File: config.mk
export PLATFORM = sky130hd
export DESIGN_NAME = dcache_line_writeback
export DESIGN_NICKNAME = d
export VERILOG_FILES = /design/src/rtl/dcache_line_writeback_pkg.sv /design/src/rtl/dcache_line_writeback_line_beat_shifter.sv /design/src/rtl/dcache_line_writeback.sv
export SDC_FILE = /design/constraint.sdc
export NUM_CORES = 1
export LEC_CHECK = 0
export ABC_AREA = 1
export BUFFER_PORTS_ARGS = -buffer_cell sky130_fd_sc_hd__clkbuf_2
export CAP_MARGIN = 10
export CORE_AREA = 2 2 216 154
export DETAILED_ROUTE_END_ITERATION = 12
export DIE_AREA = 0 0 218 156
export GPL_TIMING_DRIVEN = 0
export PLACE_DENSITY = 0.71
export REMOVE_ABC_BUFFERS = 1
export SETUP_SLACK_MARGIN = 0.15
export SYNTH_ARGS = -nofsm -noshare
export SYNTH_HDL_FRONTEND = slang
export SYNTH_HIERARCHICAL = 1
export SYNTH_SLANG_ARGS = --single-unit
export TNS_END_PERCENT = 50
File: constraint.sdc
create_clock -name clk -period 12.6 [get_ports clk]
set_input_delay 2.52 -clock clk [delete_from_list [all_inputs] [get_ports clk]]
set_output_delay 2.52 -clock clk [all_outputs]
set_load 0.05 [all_outputs]
File: src/rtl/dcache_line_writeback_pkg.sv
// dcache_line_writeback_pkg
// Shared constants and FSM state encoding for the dcache write-back serializer.
// Optional feature macro used by the block: DCACHE_WB_BYTE_MASK_EN.
package dcache_line_writeback_pkg;

   localparam int LINE_BITS        = 256;
   localparam int WORD_BITS        = 32;
   localparam int WORD_OFFSET_BITS = 3;

   // AXI write-address constants for a full-line INCR burst of 32-bit beats.
   localparam logic [1:0] BURST_INCR = 2'b01;
   localparam logic [2:0] SIZE_4B    = 3'b010;
   localparam logic [7:0] WB_AWLEN   = 8'd7;

   // Clears the byte-within-line offset so the burst starts on the line boundary.
   localparam logic [31:0] LINE_ADDR_MASK = 32'hFFFF_FFE0;

   // Write-back FSM states, kept as plain constants for legacy tooling.
   typedef logic [1:0] wb_state_t;
   localparam wb_state_t ST_IDLE = 2'd0;
   localparam wb_state_t ST_ADDR = 2'd1;
   localparam wb_state_t ST_DATA = 2'd2;
   localparam wb_state_t ST_RESP = 2'd3;

endpackage

File: src/rtl/dcache_line_writeback_line_beat_shifter.sv
// line_beat_shifter
// Holds the evicted line (and, with DCACHE_WB_BYTE_MASK_EN, its byte-dirty
// mask) and shifts it down one word per accepted W beat, so the current beat
// is always word 0. The buffer is intentionally not reset: it is always
// reloaded before it is presented on the bus.
module line_beat_shifter
   import dcache_line_writeback_pkg::*;
(
   input  logic                 clk,
   input  logic                 load,
   input  logic                 shift,
   input  logic [LINE_BITS-1:0] line_in,
`ifdef DCACHE_WB_BYTE_MASK_EN
   input  logic [LINE_BITS/8-1:0] mask_in,
   output logic [3:0]             strb,
`endif
   output logic [WORD_BITS-1:0] word0
);

   logic [LINE_BITS-1:0] line_buf_r;

   // Line buffer: capture on accept, drop the sent word on each W handshake.
   always_ff @(posedge clk) begin
      if (load) begin
         line_buf_r <= line_in;
      end else if (shift) begin
         line_buf_r <= {{WORD_BITS{1'b0}}, line_buf_r[LINE_BITS-1:WORD_BITS]};
      end else begin
         line_buf_r <= line_buf_r;
      end
   end

   assign word0 = line_buf_r[WORD_BITS-1:0];

`ifdef DCACHE_WB_BYTE_MASK_EN
   logic [LINE_BITS/8-1:0] mask_buf_r;

   // Byte-dirty mask buffer: moves in lockstep with the line, one nibble per beat.
   always_ff @(posedge clk) begin
      if (load) begin
         mask_buf_r <= mask_in;
      end else if (shift) begin
         mask_buf_r <= {4'h0, mask_buf_r[LINE_BITS/8-1:4]};
      end else begin
         mask_buf_r <= mask_buf_r;
      end
   end

   assign strb = mask_buf_r[3:0];
`endif

endmodule

File: src/rtl/dcache_line_writeback.sv
// dcache_line_writeback
// Serializes one evicted dirty 256-bit line into a single AXI INCR write
// burst of eight 32-bit beats and reports the B response to the controller.
// Exactly one burst is in flight at a time.
// Optional macro DCACHE_WB_BYTE_MASK_EN adds the wb_mask input and drives
// wstrb from the per-byte dirty mask; otherwise wstrb is all ones.
module dcache_line_writeback
   import dcache_line_writeback_pkg::*;
#(
   parameter int         LINE_WORDS = 8,
   parameter logic [3:0] AXI_ID     = 4'd1
) (
   input  logic                 clk,
   input  logic                 resetn,
   input  logic                 wb_req,
   output logic                 wb_ready,
   input  logic [31:0]          wb_addr,
   input  logic [LINE_BITS-1:0] wb_line,
`ifdef DCACHE_WB_BYTE_MASK_EN
   input  logic [31:0]          wb_mask,
`endif
   output logic                 wb_done,
   output logic                 wb_err,
   output logic [3:0]           awid,
   output logic [31:0]          awaddr,
   output logic [7:0]           awlen,
   output logic [2:0]           awsize,
   output logic [1:0]           awburst,
   output logic                 awvalid,
   input  logic                 awready,
   output logic [31:0]          wdata,
   output logic [3:0]           wstrb,
   output logic                 wlast,
   output logic                 wvalid,
   input  logic                 wready,
   input  logic [1:0]           bresp,
   input  logic                 bvalid,
   output logic                 bready
);

   localparam logic [WORD_OFFSET_BITS-1:0] LAST_BEAT = WORD_OFFSET_BITS'(LINE_WORDS - 1);
   localparam logic [WORD_OFFSET_BITS-1:0] ONE_BEAT  = WORD_OFFSET_BITS'(1);
   localparam logic [WORD_OFFSET_BITS-1:0] ZERO_BEAT = WORD_OFFSET_BITS'(0);

   wb_state_t                   state_r;
   logic [WORD_OFFSET_BITS-1:0] cnt_r;
   logic [31:0]                 awaddr_r;
   logic                        awvalid_r;
   logic                        wvalid_r;
   logic                        wlast_r;
   logic                        bready_r;
   logic                        wb_ready_r;
   logic                        wb_done_r;
   logic                        wb_err_r;
   logic                        load_s;
   logic                        shift_s;
   logic                        bresp_unused_s;

   // Only SLVERR/DECERR matter to the controller; bresp[0] is not needed.
   assign bresp_unused_s = bresp[0];

   // wb_ready is high only in IDLE, so wb_req alone qualifies the accept there.
   assign load_s  = (state_r == ST_IDLE) && wb_req;
   assign shift_s = wvalid_r && wready;

   line_beat_shifter u_shifter (
      .clk     (clk),
      .load    (load_s),
      .shift   (shift_s),
      .line_in (wb_line),
`ifdef DCACHE_WB_BYTE_MASK_EN
      .mask_in (wb_mask),
      .strb    (wstrb),
`endif
      .word0   (wdata)
   );

`ifndef DCACHE_WB_BYTE_MASK_EN
   assign wstrb = 4'hF;
`endif

   // Address buffer: line-aligned address captured on accept, held for the whole burst.
   always_ff @(posedge clk) begin
      if (load_s) begin
         awaddr_r <= wb_addr & LINE_ADDR_MASK;
      end else begin
         awaddr_r <= awaddr_r;
      end
   end

   // Control FSM: AW handshake, eight W beats, then B; all handshake outputs come from flops.
   always_ff @(posedge clk) begin
      if (!resetn) begin
         state_r    <= ST_IDLE;
         cnt_r      <= ZERO_BEAT;
         awvalid_r  <= 1'b0;
         wvalid_r   <= 1'b0;
         wlast_r    <= 1'b0;
         bready_r   <= 1'b0;
         wb_ready_r <= 1'b1;
         wb_done_r  <= 1'b0;
         wb_err_r   <= 1'b0;
      end else begin
         wb_done_r <= 1'b0;
         wb_err_r  <= 1'b0;
         case (state_r)
            ST_IDLE: begin
               if (wb_req) begin
                  state_r    <= ST_ADDR;
                  cnt_r      <= ZERO_BEAT;
                  awvalid_r  <= 1'b1;
                  wb_ready_r <= 1'b0;
               end else begin
                  state_r <= ST_IDLE;
               end
            end
            ST_ADDR: begin
               if (awready) begin
                  state_r   <= ST_DATA;
                  awvalid_r <= 1'b0;
                  wvalid_r  <= 1'b1;
                  wlast_r   <= (cnt_r == LAST_BEAT);
               end else begin
                  state_r <= ST_ADDR;
               end
            end
            ST_DATA: begin
               if (wready) begin
                  cnt_r <= cnt_r + ONE_BEAT;
                  if (cnt_r == LAST_BEAT) begin
                     state_r  <= ST_RESP;
                     wvalid_r <= 1'b0;
                     wlast_r  <= 1'b0;
                     bready_r <= 1'b1;
                  end else begin
                     wlast_r <= ((cnt_r + ONE_BEAT) == LAST_BEAT);
                  end
               end else begin
                  state_r <= ST_DATA;
               end
            end
            ST_RESP: begin
               if (bvalid) begin
                  state_r    <= ST_IDLE;
                  bready_r   <= 1'b0;
                  wb_done_r  <= 1'b1;
                  wb_err_r   <= bresp[1];
                  wb_ready_r <= 1'b1;
               end else begin
                  state_r <= ST_RESP;
               end
            end
            default: begin
               state_r    <= ST_IDLE;
               cnt_r      <= ZERO_BEAT;
               awvalid_r  <= 1'b0;
               wvalid_r   <= 1'b0;
               wlast_r    <= 1'b0;
               bready_r   <= 1'b0;
               wb_ready_r <= 1'b1;
            end
         endcase
      end
   end

   assign wb_ready = wb_ready_r;
   assign wb_done  = wb_done_r;
   assign wb_err   = wb_err_r;
   assign awid     = AXI_ID;
   assign awaddr   = awaddr_r;
   assign awlen    = WB_AWLEN;
   assign awsize   = SIZE_4B;
   assign awburst  = BURST_INCR;
   assign awvalid  = awvalid_r;
   assign wlast    = wlast_r;
   assign wvalid   = wvalid_r;
   assign bready   = bready_r;

endmodule

==> tab_implementation.tex, run 1 <==
\begin{tabular}{lr}
\hline
Metric & Value \\
\hline
\multicolumn{2}{l}{\textbf{Status}} \\
Status & finished, final reports clean \\
\multicolumn{2}{l}{\textbf{Power and ir drop}} \\
Fraction of power consumed by sequential logic & 50.9\% \\
Leakage power of the design & 7.40 nW \\
Pint & 0.00183 W \\
Share of total power in the clock network & 32.0\% \\
Power share of the combinational group & 17.1\% \\
Peak VDD IR & 91.2 µV \\
Fraction of power spent switching nets & 27.9\% \\
Sw Pwr & 0.000710 W \\
Pwr dens & 166 mW/mm² \\
\multicolumn{2}{l}{\textbf{Floorplan}} \\
Area of the placeable core & 0.0319 mm² \\
Horizontal die dimension & 218 µm \\
Die ar. & 0.0340 mm² \\
Initial core utilization & 39.7\% \\
Top Ports & 388 \\
Cell row count & 55 \\
Chip Height & 156 µm \\
\multicolumn{2}{l}{\textbf{STA}} \\
Crit share post-route & 35.0\% \\
Worst hold margin & 0.468 ns \\
Setup Viol. Count Final & 0 \\
Worst Tran Pin Value & 0.646 ns \\
Highest Clock Rate & 0.227 GHz \\
Minimum period implied by the final worst setup slack & 4.41 ns \\
Fin Clk Skew & 0.0136 ns \\
Unrepaired setup endpoints after global routing & false \\
Final count of hold timing violations & 0 \\
Slew Viols, Final & 0 \\
Rel. slew slack & 56.9\% \\
Crit path setup slack, layout & 8.19 ns \\
\multicolumn{2}{l}{\textbf{Logic synthesis}} \\
Flip-flop and latch count after synthesis & 295 \\
Number of distinct library cells after synthesis & 28 \\
Count of flip-flops with a built-in enable after synthesis & 283 \\
Synthesized area per cell & 10.5 µm² \\
Synthesized instance count & 1209 \\
Top cell type by total area after synthesis & edfxtp\_1 \\
Combined area of all synthesized cells & 0.0127 mm² \\
Async set or reset register ratio after synthesis & 0\% \\
Most area-consuming cells after synthesis & edfxtp\_1 (67\%), nand2\_1 (21\%), buf\_4 (4.2\%) \\
Synth warn & 6 \\
Most used DFF post-synth & edfxtp\_1 \\
Area share of the largest cell type after synthesis & 67.1\% \\
Seq/Total Area, Yosys & 69.0\% \\
\multicolumn{2}{l}{\textbf{Layout}} \\
Area growth, synth to finish & 21.3\% \\
Filler Cell Count & 2967 \\
Count of placed standard cells in the final layout, fillers left out & 1969 \\
Fraction of layout instances using a drive strength above 1 & 26.8\% \\
Final Core Density & 48.1\% \\
Cell area after layout & 0.0154 mm² \\
Number of nets in the final layout & 1816 \\
\multicolumn{2}{l}{\textbf{Placement}} \\
Post-placement worst setup slack & 7.66 ns \\
Estimated wirelength of the detail-placed design & 19200 µm \\
Total placed cells including tap cells & 1911 \\
Count of input and output buffers & 355 \\
Final estimated routing congestion in global placement & 0.831 \\
DP Area & 0.0145 mm² \\
\multicolumn{2}{l}{\textbf{GRT}} \\
Pin count of the biggest net entering global routing & 155 \\
Aggregate global-route resource usage & 16.1\% \\
Initial antenna violation count & 3 \\
Via count of the first global-routing pass & 8512 \\
Global-route wire length before repair & 43400 µm \\
GR Overflow Total & 0 \\
\multicolumn{2}{l}{\textbf{Detailed routing}} \\
Number of search-and-repair iterations in the first detailed-routing pass & 5 \\
Detail Route met2 WL & 13700 µm \\
Highest metal layer used by the detailed router & met4 \\
Met3 routed WL & 1250 µm \\
Detail-routed net length per standard cell & 14.2 µm \\
Number of violations reported at the end of detailed-routing iteration 0 & 611 \\
Wire length the detailed router placed on met1 & 11900 µm \\
Sum of routed wire length over all layers & 27900 µm \\
Residual antenna-violating net count after detailed routing & 0 \\
Vias after detailed routing & 8546 \\
Post-DR vias/cell & 4.34 \\
Number of remaining DRC errors & 0 \\
\multicolumn{2}{l}{\textbf{Run}} \\
Max-cap viol count & 0 \\
\multicolumn{2}{l}{\textbf{Worst setup path}} \\
Type of destination of the critical path & register \\
Kind of cell with the highest combined delay on the critical path & buffers and inverters \\
Sort of element at the start of the critical path & primary input \\
Count of buffering cells on the critical path with inverters included & 5 \\
Cell-by-cell listing of the critical path & clkbuf\_2 -> nand3\_2 -> inv\_8 -> buf\_16 -> inv\_8 -> buf\_16 -> nand2\_1 -> nand2\_1 \\
Data arrival time of the worst path & 4.72 ns \\
Critical path data required time & 12.90 ns \\
Highest fanout seen on the critical path & 154 \\
Crit-path max cell delay & 0.48 ns \\
Slowest cell on crit path & buf\_16 \\
Classification of the worst setup path & in2reg \\
\multicolumn{2}{l}{\textbf{Clock tree}} \\
Number of buffers between clock root and the deepest sink & 3 \\
Clock Sink Count & 295 \\
CTS tree & yes \\
Clock edge transition at the registers on the reported setup and hold paths & 0.06 ns \\
Clock insertion delay at the later pin of the skew report & 0.56 ns \\
Cts-stage hold buffer count & 0 \\
Number of setup buffers added after CTS & 0 \\
CTS buffer count & 31 \\
Total number of H-tree levels & 1 \\
Clock Root Buffer & clkbuf\_16 \\
Number of resized instances in the post-cts repair step & 0 \\
\multicolumn{2}{l}{\textbf{Min path}} \\
Class of the tightest hold or removal check & reg2reg \\
\hline
\end{tabular}
[synth_stat cells, drive strengths merged (2+ instances only)]
library cell and n:
dfxtp 12, conb 2, buf 109, ha 3, o21ai 3, nand3 7
nand2 722, nor2 9, clkbuf 2, edfxtp 283, inv 44, a21oi 7
[placed cells by master, fill, tap and decap left out, types with 2 or more instances in the layout]
| master | count |
|---|---|
| a21oi_1 | 7 |
| buf_16 | 7 |
| clkbuf_1 | 9 |
| clkbuf_16 | 31 |
| clkbuf_2 | 355 |
| clkinv_1 | 8 |
| clkinv_2 | 4 |
| clkinvlp_4 | 2 |
| conb_1 | 26 |
| dfxtp_1 | 12 |
| diode_2 | 3 |
| edfxtp_1 | 283 |
| ha_1 | 3 |
| inv_1 | 39 |
| inv_2 | 3 |
| inv_8 | 2 |
| nand2_1 | 719 |
| nand2_4 | 2 |
| nand3_1 | 6 |
| nor2_1 | 7 |
| o21ai_1 | 2 |
[path summary, 6_finish.rpt]
kind	startpoint	to	slack, ns	cells after the start
hold / removal	awvalid	awvalid	0.47	2
setup / recovery	wb_req	u_shifter/line_buf_r[136]	8.19	8
hold reg to reg	awvalid	awvalid	0.47	2
setup reg to reg	state_r[1]	u_shifter/line_buf_r[136]	9.75	8
[cell type report]
cell class / instances / area, µm² / area share [%]
sequential: 295 / 8740 / 56.9
multi-input combinational: 783 / 3040 / 19.8
timing repair buffer: 362 / 1970 / 12.8
clock buffer: 40 / 810 / 5.27
tap: 427 / 534 / 3.48
inverter: 44 / 180 / 1.17
clock inverter: 15 / 73.8 / 0.481
antenna: 3 / 7.51 / 0.0489
[through the flow]
step | total power, W | TNS (ns)
6_report | 0.00254 | 0
5_1_grt | 0.00267 | 0
4_1_cts | 0.00258 | 0
3_5_place_dp | 0.00176 | 0
3_3_place_gp | 0.00179 | -804.32
2_1_floorplan | 0.00163 | 0
[worst reg2reg max path, delay by kind of cell, from the launching register on]
kind          cells  cell delay [ns]
buf+inv           5             1.63
simple gates      3             0.62
flops             1             0.35
[registers in the layout (all words and copies together) (netlist names)]
| signal | count |
|---|---|
| wb_ready | 1 |
| wb_done | 1 |
| cnt_r | 3 |
| awvalid | 1 |
| wvalid | 1 |
| state_r | 2 |
| bready | 1 |
| u_shifter/line_buf_r | 256 |
| wlast | 1 |
| awaddr | 27 |
| wb_err | 1 |
[logic make-up (layout without fill, tap and decap cells)]
group,after synthesis,after routing,synth area share [%]
compound gates,12,12,0.514
flops,295,295,69.0
buf+inv,155,461,7.69
simple gates,742,742,22.4
fa+ha+maj,3,3,0.297
other cells,2,29,0.0593
[per-layer routing]
layer  GRT usage (%)  vias up
met5               0        -
met4            6.51        0
met3            2.96       62
met2            26.7      213
met1            21.0     3860
li1                -     4411
[power groups by stage]
| stage | Clock [W] | Combinational [W] | Sequential, W |
|---|---|---|---|
| after floorplan | 0 | 0.000228 | 0.00141 |
| after global placement | 0 | 0.000456 | 0.00133 |
| after detailed placement | 0 | 0.000441 | 0.00132 |
| after CTS | 0.000844 | 0.000442 | 0.00130 |
| after global routing | 0.000876 | 0.000489 | 0.00131 |
| final | 0.000814 | 0.000434 | 0.00129 |
(Power assumes the default switching activity.)
==> run 2, diff against run 1 <==
--- a/config.mk
+++ b/config.mk
@@ -12,7 +12,7 @@
 export DETAILED_ROUTE_END_ITERATION = 12
 export DIE_AREA = 0 0 218 156
 export GPL_TIMING_DRIVEN = 0
-export PLACE_DENSITY = 0.71
+export PLACE_DENSITY = 0.74
 export REMOVE_ABC_BUFFERS = 1
 export SETUP_SLACK_MARGIN = 0.15
 export SYNTH_ARGS = -nofsm -noshare
==> constraint.sdc (replaced) <==
create_clock -name clk -period 3.6 [get_ports clk]
set_input_delay 0.72 -clock clk [delete_from_list [all_inputs] [get_ports clk]]
set_output_delay 0.72 -clock clk [all_outputs]
set_load 0.05 [all_outputs]
==> run 2 against run 1 <==
Compared with the run above: sequential cell count unchanged; largest power group unchanged; first-iteration DRC count decreased by 15%; clock skew down 0.0034 ns; sequential power increased to 3.5 times the previous value; clock power increased to 4.1 times the previous value; hold slack worse by 0.13 ns; utilization up 0.46 points; design area increased by 0.95%; via count grew 2.0%; sequential share of layout area decreased by 0.54 points.
==> tab_implementation.tex, run 2 (same netlist as run 1, synthesis figures left out) <==
\begin{tabular}{lr}
\hline
Metric & Value \\
\hline
\multicolumn{2}{l}{\textbf{Status}} \\
Status & finished, final reports clean \\
\multicolumn{2}{l}{\textbf{Placement}} \\
Count of input and output buffers & 355 \\
Estimated wirelength of the detail-placed design & 19700 µm \\
Post-placement worst setup slack & 0.0689 ns \\
Final estimated routing congestion in global placement & 0.852 \\
DP Area & 0.0144 mm² \\
\multicolumn{2}{l}{\textbf{Detailed routing}} \\
Detail-routed net length per standard cell & 14.6 µm \\
Number of search-and-repair iterations in the first detailed-routing pass & 5 \\
Post-DR vias/cell & 4.43 \\
Residual antenna-violating net count after detailed routing & 0 \\
Sum of routed wire length over all layers & 28800 µm \\
Vias after detailed routing & 8719 \\
Number of remaining DRC errors & 0 \\
Number of violations reported at the end of detailed-routing iteration 0 & 519 \\
\multicolumn{2}{l}{\textbf{Layout}} \\
Fraction of layout instances using a drive strength above 1 & 27.1\% \\
Most common library cell in the layout ignoring fill and taps & nand2\_1 \\
Number of nets in the final layout & 1814 \\
Filler Cell Count & 2929 \\
Number of flip-flops in the largest register & 256 \\
Final Core Density & 48.5\% \\
Area growth, synth to finish & 22.4\% \\
Register containing the most flip-flops in the final layout & u\_shifter/line\_buf\_r \\
Top library cells by usage in the layout, fill and taps aside & nand2\_1 (719), clkbuf\_2 (355), edfxtp\_1 (283) \\
Cell area after layout & 0.0155 mm² \\
\multicolumn{2}{l}{\textbf{STA}} \\
Setup Viol. Count Final & 0 \\
Minimum period implied by the final worst setup slack & 2.96 ns \\
Fin Clk Skew & 0.0101 ns \\
Highest Clock Rate & 0.337 GHz \\
Slew Viols, Final & 0 \\
Final count of hold timing violations & 0 \\
Rel. slew slack & 54.2\% \\
Crit share post-route & 82.3\% \\
Unrepaired setup endpoints after global routing & false \\
Crit path setup slack, layout & 0.637 ns \\
Worst Tran Pin Value & 0.687 ns \\
\multicolumn{2}{l}{\textbf{Power and ir drop}} \\
Peak VDD IR & 450 µV \\
Pwr dens & 604 mW/mm² \\
Leakage power of the design & 7.47 nW \\
Total power & 0.00937 W \\
\multicolumn{2}{l}{\textbf{Floorplan}} \\
Top Ports & 388 \\
Die ar. & 0.0340 mm² \\
Cell row count & 55 \\
Initial core utilization & 39.7\% \\
Horizontal die dimension & 218 µm \\
Area of the placeable core & 0.0319 mm² \\
Chip Height & 156 µm \\
\multicolumn{2}{l}{\textbf{GRT}} \\
Met2 GRT Util & 26.4\% \\
Met1 track utilization from global routing & 21.3\% \\
Aggregate global-route resource usage & 16.4\% \\
Pin count of the biggest net entering global routing & 174 \\
Via count of the first global-routing pass & 8616 \\
GR met3 Demand/Resource & 2.77\% \\
GR Overflow Total & 0 \\
Most Crowded Layer GR & met2 \\
Global-route wire length before repair & 44000 µm \\
Initial antenna violation count & 6 \\
\multicolumn{2}{l}{\textbf{Worst setup path}} \\
Type of destination of the critical path & register \\
Data arrival time of the worst path & 3.39 ns \\
Critical path data required time & 4.03 ns \\
Classification of the worst setup path & reg2reg \\
Highest fanout seen on the critical path & 173 \\
Sort of element at the start of the critical path & register \\
Worst r2r path cells & 8 \\
\multicolumn{2}{l}{\textbf{Clock tree}} \\
Clock edge transition at the registers on the reported setup and hold paths & 0.06 ns \\
Total number of H-tree levels & 1 \\
CTS tree & yes \\
Clock insertion delay at the later pin of the skew report & 0.56 ns \\
Number of setup buffers added after CTS & 0 \\
CTS buffer count & 30 \\
Clock Root Buffer & clkbuf\_16 \\
Clock Sink Count & 295 \\
Number of buffers between clock root and the deepest sink & 3 \\
\multicolumn{2}{l}{\textbf{Run}} \\
Max-cap viol count & 0 \\
\multicolumn{2}{l}{\textbf{Min path}} \\
Worst Hold Depth & 1 \\
Class of the tightest hold or removal check & in2reg \\
\hline
\end{tabular}
run 2: final timing paths:
check / startpoint / to / slack (ns)
max: state_r[0] / u_shifter/line_buf_r[189] / 0.64
min: wb_addr[19] / awaddr[19] / 0.33
max reg2reg: state_r[0] / u_shifter/line_buf_r[189] / 0.64
min reg2reg: bready / bready / 0.46
run 2: routing by layer:
metal  up-vias  wire length [µm]
met5         -                 0
li1       4416                 -
met1      3954             12000
met2       266             13900
met3        83              1310
met4         0              1480
run 2: worst max-delay path: stages, from the launching register on:
cell and delay (ns):
dfxtp_1 0.47, inv_2 0.09, nand3_2 0.20, clkinv_8 0.39, buf_16 0.45, inv_12 0.40
buf_16 0.37, nand2_1 0.19, nand2_1 0.09
run 2: power breakdown:
| group | switching [W] | internal [W] | total (W) |
|---|---|---|---|
| Clock | 0.00131 | 0.00200 | 0.00331 |
| Combinational | 0.00111 | 0.000422 | 0.00153 |
| Sequential | 0.000119 | 0.00441 | 0.00453 |
| Total | 0.00254 | 0.00683 | 0.00937 |
run 2: cell type report:
type                       instances  area (µm²)  area share [%]
antenna                            7        17.5           0.113
tap                              427         534            3.45
clock buffer                      36         795            5.13
multi-input combinational        783        3040            19.6
inverter                          44         190            1.23
clock inverter                    17         243            1.57
timing repair buffer             361        1940            12.5
sequential                       295        8740            56.4
run 2: per-stage QoR:
step	hold WS (ns)	std cells	setup TNS [ns]
after floorplan	0.448	1122	-2409.10
after global placement	0.439	1904	-4482.37
after detailed placement	0.448	1910	0
after CTS	0.297	1963	0
after global routing	0.297	1969	0
final	0.335	1970	0
run 2: repair_timing:
action / in CTS / in global routing
setup endpoints to repair: 0 / 2
resized for setup: 0 / 3
hold buffers: 0 / 0
